==> config.mk <==
export PLATFORM = sky130hd
export DESIGN_NAME = prco_alu
export DESIGN_NICKNAME = d
export VERILOG_FILES = /design/src/rtl/prco_alu_pkg.sv /design/src/rtl/prco_mul16.sv /design/src/rtl/prco_alu.sv
export SDC_FILE = /design/constraint.sdc
export NUM_CORES = 1
export LEC_CHECK = 0
export CAP_MARGIN = 10
export CORE_ASPECT_RATIO = 1.75
export CORE_MARGIN = 2
export CORE_UTILIZATION = 55
export DETAILED_ROUTE_END_ITERATION = 8
export PLACE_DENSITY = 0.75
export SLEW_MARGIN = 5
export SYNTH_ARGS = -nofsm -noshare
export SYNTH_HDL_FRONTEND = slang
export SYNTH_SLANG_ARGS = --single-unit
==> constraint.sdc <==
create_clock -name i_clk -period 10.1 [get_ports i_clk]
set_input_delay 1.515 -clock i_clk [delete_from_list [all_inputs] [get_ports i_clk]]
set_output_delay 1.515 -clock i_clk [all_outputs]
set_load 0.005 [all_outputs]
==> src/rtl/prco_alu_pkg.sv <==
// Shared ISA definitions for the PRCO ALU: opcode encodings, flag bit positions
// and the common Z/N flag packing helper.
package prco_alu_pkg;

    typedef enum logic [3:0] {
        OP_ADD = 4'd0,
        OP_SUB = 4'd1,
        OP_AND = 4'd2,
        OP_OR  = 4'd3,
        OP_XOR = 4'd4,
        OP_MOV = 4'd5,
        OP_CMP = 4'd6,
        OP_LSL = 4'd7,
        OP_LSR = 4'd8,
        OP_MUL = 4'd9
    } op_e;

    localparam int FLAG_Z = 3;
    localparam int FLAG_N = 2;
    localparam int FLAG_C = 1;
    localparam int FLAG_V = 0;

    function automatic logic [3:0] make_flags(input logic [15:0] res, input logic c, input logic v);
        logic [3:0] f;
        f         = 4'h0;
        f[FLAG_Z] = (res == 16'h0);
        f[FLAG_N] = res[15];
        f[FLAG_C] = c;
        f[FLAG_V] = v;
        return f;
    endfunction

endpackage

==> src/rtl/prco_mul16.sv <==
// Iterative 16x16 shift-add multiplier: one partial product per enabled cycle,
// o_done marks the cycle whose accumulation completes the product on o_prod.
module prco_mul16 (
    input  logic        i_clk,
    input  logic        i_reset,
    input  logic        i_en,
    input  logic        i_start,
    input  logic [15:0] i_a,
    input  logic [15:0] i_b,
    output logic        o_done,
    output logic [31:0] o_prod
);

    logic        r_run;
    logic [3:0]  r_cnt;
    logic [31:0] r_a;
    logic [15:0] r_b;
    logic [31:0] r_acc;
    logic [31:0] w_acc_next;

    assign w_acc_next = r_acc + (r_b[0] ? r_a : 32'h0);
    // The final sum is exposed combinationally so the caller can register it on
    // the same edge as the last iteration.
    assign o_prod     = w_acc_next;
    assign o_done     = r_run && (r_cnt == 4'd15);

    always_ff @(posedge i_clk) begin
        if (i_reset) begin
            r_run <= 1'b0;
            r_cnt <= 4'd0;
            r_a   <= 32'h0;
            r_b   <= 16'h0;
            r_acc <= 32'h0;
        end else if (i_en) begin
            if (i_start) begin
                r_run <= 1'b1;
                r_cnt <= 4'd0;
                r_a   <= {16'h0, i_a};
                r_b   <= i_b;
                r_acc <= 32'h0;
            end else if (r_run) begin
                r_acc <= w_acc_next;
                r_a   <= r_a << 1;
                r_b   <= r_b >> 1;
                r_cnt <= r_cnt + 4'd1;
                if (r_cnt == 4'd15)
                    r_run <= 1'b0;
            end
        end
    end

endmodule

==> src/rtl/prco_alu.sv <==
// PRCO ALU: single-cycle ops complete via WB one cycle after the strobe; MUL
// runs through the iterative multiplier before WB.
module prco_alu
    import prco_alu_pkg::*;
(
    input  logic        i_clk,
    input  logic        i_reset,
    input  logic        i_en,
    input  logic        i_ce_alu,
    input  logic [3:0]  i_op,
    input  logic [2:0]  i_seld,
    input  logic        i_use_imm,
    input  logic [7:0]  i_imm8,
    input  logic [15:0] i_data,
    input  logic [15:0] i_datb,
    output logic        q_we,
    output logic [2:0]  q_seld,
    output logic [15:0] q_datd,
    output logic        q_ce_done,
    output logic [3:0]  q_flags,
    output logic        q_busy
);

    typedef enum logic [1:0] {S_IDLE, S_MUL, S_WB} state_t;

    state_t      r_state, w_state_next;
    logic        r_we_pend;
    logic [2:0]  r_seld;
    logic [15:0] r_datd;
    logic [3:0]  r_flags;

    logic [15:0] w_b;
    logic        w_start;
    logic [16:0] w_sum17, w_diff17, w_shl17, w_shr17;
    logic [15:0] w_res;
    logic [3:0]  w_flags;
    logic        w_we;
    logic        w_wr;
    logic        w_mul_done;
    logic [31:0] w_mul_prod;

    assign w_b      = i_use_imm ? {8'h0, i_imm8} : i_datb;
    assign w_start  = i_en && (r_state == S_IDLE) && i_ce_alu;
    assign w_sum17  = {1'b0, i_data} + {1'b0, w_b};
    assign w_diff17 = {1'b0, i_data} - {1'b0, w_b};
    // Zero-extended shifts: the bit that falls off lands in bit 16 (LSL) or bit 0 (LSR).
    assign w_shl17  = {1'b0, i_data} << w_b[3:0];
    assign w_shr17  = {i_data, 1'b0} >> w_b[3:0];

    prco_mul16 u_mul (
        .i_clk   (i_clk),
        .i_reset (i_reset),
        .i_en    (i_en),
        .i_start (w_start && (i_op == OP_MUL)),
        .i_a     (i_data),
        .i_b     (w_b),
        .o_done  (w_mul_done),
        .o_prod  (w_mul_prod)
    );

    always_comb begin
        w_res   = 16'h0;
        w_flags = r_flags;
        w_we    = 1'b0;
        w_wr    = 1'b0;
        case (i_op)
            OP_ADD: begin
                w_res   = w_sum17[15:0];
                w_flags = make_flags(w_res, w_sum17[16],
                                     (i_data[15] == w_b[15]) && (w_res[15] != i_data[15]));
                w_we = 1'b1; w_wr = 1'b1;
            end
            OP_SUB, OP_CMP: begin
                w_res   = w_diff17[15:0];
                w_flags = make_flags(w_res, w_diff17[16],
                                     (i_data[15] != w_b[15]) && (w_res[15] != i_data[15]));
                w_we = (i_op == OP_SUB); w_wr = (i_op == OP_SUB);
            end
            OP_AND: begin w_res = i_data & w_b; w_flags = make_flags(w_res, 1'b0, 1'b0); w_we = 1'b1; w_wr = 1'b1; end
            OP_OR:  begin w_res = i_data | w_b; w_flags = make_flags(w_res, 1'b0, 1'b0); w_we = 1'b1; w_wr = 1'b1; end
            OP_XOR: begin w_res = i_data ^ w_b; w_flags = make_flags(w_res, 1'b0, 1'b0); w_we = 1'b1; w_wr = 1'b1; end
            OP_MOV: begin w_res = w_b; w_we = 1'b1; w_wr = 1'b1; end
            OP_LSL: begin w_res = w_shl17[15:0]; w_flags = make_flags(w_res, w_shl17[16], 1'b0); w_we = 1'b1; w_wr = 1'b1; end
            OP_LSR: begin w_res = w_shr17[16:1]; w_flags = make_flags(w_res, w_shr17[0], 1'b0); w_we = 1'b1; w_wr = 1'b1; end
            OP_MUL: w_we = 1'b1;
            default: ;
        endcase
    end

    always_comb begin
        w_state_next = r_state;
        if (i_en) begin
            case (r_state)
                S_IDLE: if (i_ce_alu) w_state_next = (i_op == OP_MUL) ? S_MUL : S_WB;
                S_MUL:  if (w_mul_done) w_state_next = S_WB;
                S_WB:   w_state_next = S_IDLE;
                default: w_state_next = S_IDLE;
            endcase
        end
    end

    always_ff @(posedge i_clk) begin
        if (i_reset)
            r_state <= S_IDLE;
        else
            r_state <= w_state_next;
    end

    always_ff @(posedge i_clk) begin
        if (i_reset) begin
            r_we_pend <= 1'b0;
            r_seld    <= 3'd0;
            r_datd    <= 16'h0;
            r_flags   <= 4'h0;
        end else if (w_start) begin
            r_seld    <= i_seld;
            r_we_pend <= w_we;
            if (i_op != OP_MUL) begin
                if (w_wr)
                    r_datd <= w_res;
                r_flags <= w_flags;
            end
        end else if (i_en && (r_state == S_MUL) && w_mul_done) begin
            r_datd  <= w_mul_prod[15:0];
            r_flags <= make_flags(w_mul_prod[15:0], |w_mul_prod[31:16], 1'b0);
        end
    end

    // Completion is state-decoded, suppressed while frozen or being reset.
    assign q_ce_done = (r_state == S_WB) && i_en && !i_reset;
    assign q_we      = q_ce_done && r_we_pend;
    assign q_seld    = r_seld;
    assign q_datd    = r_datd;
    assign q_flags   = r_flags;
    assign q_busy    = (r_state != S_IDLE);

endmodule

==> impl_results.md <==
- Result of the run: completed
- Num rows: between 60 and 70
- Post-route core utilization: ~62%
- Crit path capture type: flip-flop
- Syn nets: 1630
- Initial Utilization: a little under three fifths
- RePlAce Congestion: 1.09
- Sw frac: 36.5%
- Synthesized area per cell: 7.35 sq um
- Cell breakdown of the critical path: clkdlybuf4s50_1, mux2i_4, inv_4, ha_1, fa_1, nor2b_1, o21ai_1, a21oi_1, o22ai_1, xnor2_1, nor3_1, nand3_1, or4_1, or4_1, o41ai_1
- Share of cells above drive strength 1: 5.89%
- Antenna Nets Post-Route: 0
- CTS Root Cell: clkbuf_16
- Via-per-instance ratio: between 6 and 7
- Delay of the slowest critical-path stage: about 1100 ps
- Total power density per cell area: roughly 99 mW/mm^2
- Initial DRC Count: about 1.1k
- Cell at the slowest stage of the critical path: clkdlybuf4s50_1
- Element type at the critical path start: input pin
- Die span in y: between 150 and 200 um
- Crit path DAT: ~7200 ps
- Max Fclk: 144 MHz
- Final design area excluding fillers: 0.0121 sq mm
- Path type of the worst setup path: input pin to flip-flop
- Static leakage: 4.70 nW
- Vias in the first global route: around 12k
- Placement Cell Area: ~0.012 sq mm
- Synth top area share: between 20% and 30%
- First-pass GRT wire length: about 67000 um
- Pre-antenna DRT Iters: 6
- Cell type with the highest aggregate area in the netlist: dfxtp_1
- Detailed-route via count: around 12k
- Clock sinks: 111
- Max clock buf depth: 2
- Number of maximum-capacitance constraint violations: 0
- Number of setup violations in the final report: 0
- Core area: 0.0197 sq mm
- Most numerous cell on the critical path: or4_1
- Post-CTS setup buffer count: 0
- GRT Util Overall: between 40 and 50%
- FFs w/ async S/R, synth: 0%
- Overall die area: 0.0211 sq mm
- HPWL after DPL: between 30000 and 40000 um
- Int Pwr: between 0.7 and 0.8 mW
- Clk Latency, worst-skew pair: 370 ps
- Routed metal-1 wirelength: around 14000 um
- Port bufs: 77
- Number of antenna violations at the first check in global routing: 0
- Min Hold Slack: roughly 460 ps
- Ranking of synthesized cells by area: dfxtp_1 20%, ha_1 9.3%, nand2_1 7.5%, a21oi_1 6.5%, nor2_1 5.3%
- Primary FF master, synth: dfxtp_1
- Pin count of the biggest net entering global routing: 79
- Post-CTS clock slew at the launch and capture registers of the worst setup and hold paths: ~70 ps
- Number of enable flip-flop cells after synthesis: 0
- Library cell with the highest instance count after synthesis: nand2_1
- Power share of the clock group: 29.2%
- Post-synthesis register bit count: 111
- WL final: roughly 44000 um
- Final Cycle Share: approximately 69%
- Net load switching power: about 0.44 mW
- Gate power share: roughly 33%
- Final hold vios: 0
- Highest net fanout along the worst path: 26
- Part of the total power dissipated in sequential elements: approximately 38%
- Total DRC errors in the routed layout: 0
- Syn. warnings: 0
- Die span in x: ~110 um
- Netlist area before placement: about 0.011 sq mm
- # hold bufs at CTS: 0
- Cts bufs inserted: 9
- Number of different library cells in the post-synthesis netlist: between 80 and 90
- WP data required: around 10000 ps
- Clock tree skew after final layout: roughly 14 ps
- Worst ir drop on vdd: between 100 and 150 uV
- Max-slew headroom at the worst pin: 15.7%
- Post-Route Setup TNS: 0 ps
- Avg WL per Cell: between 20 and 25 um
- Post-cts gate resize count: 0
- Total instance count after detailed placement: around 1.7k
- Number of buffer and inverter stages on the critical path: 2
- Kind of cell adding the most delay to the critical path: buffers and inverters
- CTS tree: built
- IO Pins: slightly below 80
- Length of routed met3 wiring: about 2600 um
- Area growth syn-to-layout: 10.3%
- Post-layout minimum cycle time: 6960 ps
- Unrepaired setup endpoints after global routing: no
- Overflow left after global routing: 0
- Portion of the post-synthesis area used by sequential elements: between 20% and 30%
- Gate Count Post-Synth: between 1k and 1.5k
- Met2 wirelength from detailed routing: between 20000 and 25000 um
- Path class of the lowest-slack min-delay path: flip-flop to flip-flop
- CTS H-tree depth: 3
- Uppermost metal layer occupied by signal nets: met4
- Final Instance Count excl. Fillers: 1756
- Slew Limit Fails: 0
- Most used standard cells in the synthesized netlist: 218 x nand2_1, 154 x nor2_1, 143 x a21oi_1, 111 x dfxtp_1, 82 x ha_1
- Worst-margin pin slew: ~1300 ps
- Final Net Count: between 1.5k and 2k
[metrics by stage]
stage / power [mW] / setup slack, ps
after floorplan: 0.703 / 4910
after global placement: 0.846 / 3030
after detailed placement: 0.846 / 2830
after CTS: 1.19 / 3210
after global routing: 1.24 / 2640
final: 1.20 / 3140
[cell families (layout without fill, tap and decap cells)]
family          count (synthesis)  in the layout  synth area share [%]
compound gates                441            441                  26.7
xor+xnor                       53             53                  4.23
fa+ha+maj                      85             85                  9.90
buf+inv                       159            176                  5.78
flops                         111            111                  20.2
mux                            73             73                  9.10
other cells                     0              1                     0
simple gates                  571            571                  24.1
[layer usage]
layer  global-route usage, %  vias up
met5                       0        -
met4                    39.4        0
met3                    6.17      251
met2                    73.6      599
met1                    39.3     5509
li1                        -     5475
[flip-flops by register name (all words and copies together) (netlist names)]
register	flops
u_mul.r_run	1
r_state	2
q_datd	16
q_flags	4
u_mul.r_b	16
u_mul.r_acc	32
u_mul.r_a	32
u_mul.r_cnt	4
q_seld	3
r_we_pend	1
[power groups by stage]
stage               clock network [mW]  logic (mW)  registers (mW)
floorplan                            0       0.244           0.459
global placement                     0       0.386           0.461
detailed placement                   0       0.385           0.461
CTS                              0.355       0.386           0.450
global route                     0.370       0.422           0.451
finish                           0.351       0.401           0.451
[cells in the final DEF (no fill, tap or decap), drive strengths merged, types with 14 or more instances in the layout]
cell / netlist / final
buf: 18 / 20
and2: 46 / 46
a21oi: 144 / 144
a311oi: 36 / 36
a211oi: 21 / 21
inv: 63 / 67
o211ai: 20 / 20
nand3: 35 / 35
nor3: 17 / 17
xnor2: 39 / 39
mux4: 18 / 18
nor2: 154 / 154
dfxtp: 111 / 111
a31oi: 18 / 18
nand2: 218 / 218
a21o: 22 / 22
nor4: 17 / 17
o21ai: 65 / 65
clkdlybuf4s50: 0 / 76
ha: 82 / 82
nand4: 17 / 17
xor2: 14 / 14
mux2i: 44 / 44
[final cells by class]
class                      instances  area [sq um]
multi-input combinational       1223          8150
fill                            1862          7550
sequential                       111          2220
timing repair buffer              96           908
tap                              245           307
inverter                          64           243
clock buffer                      10           229
clock inverter                     6          51.3
antenna                            1          2.50
[final timing paths]
path                start          to  cells past startpoint  slack, ps
max             i_use_imm  q_flags[3]                     15       3140
min             q_seld[2]   q_seld[2]                      2        460
max reg2reg  u_mul.r_b[0]  q_flags[1]                     12       5300
min reg2reg     q_seld[2]   q_seld[2]                      2        460
[worst register-to-register path, delay by kind of cell (launching register included)]
family          cells  cell delay [ps]
fa+ha+maj           1              300
simple gates        6             1920
xor+xnor            1              170
compound gates      4             1270
flops               1             1000
(Power assumes the default switching activity.)
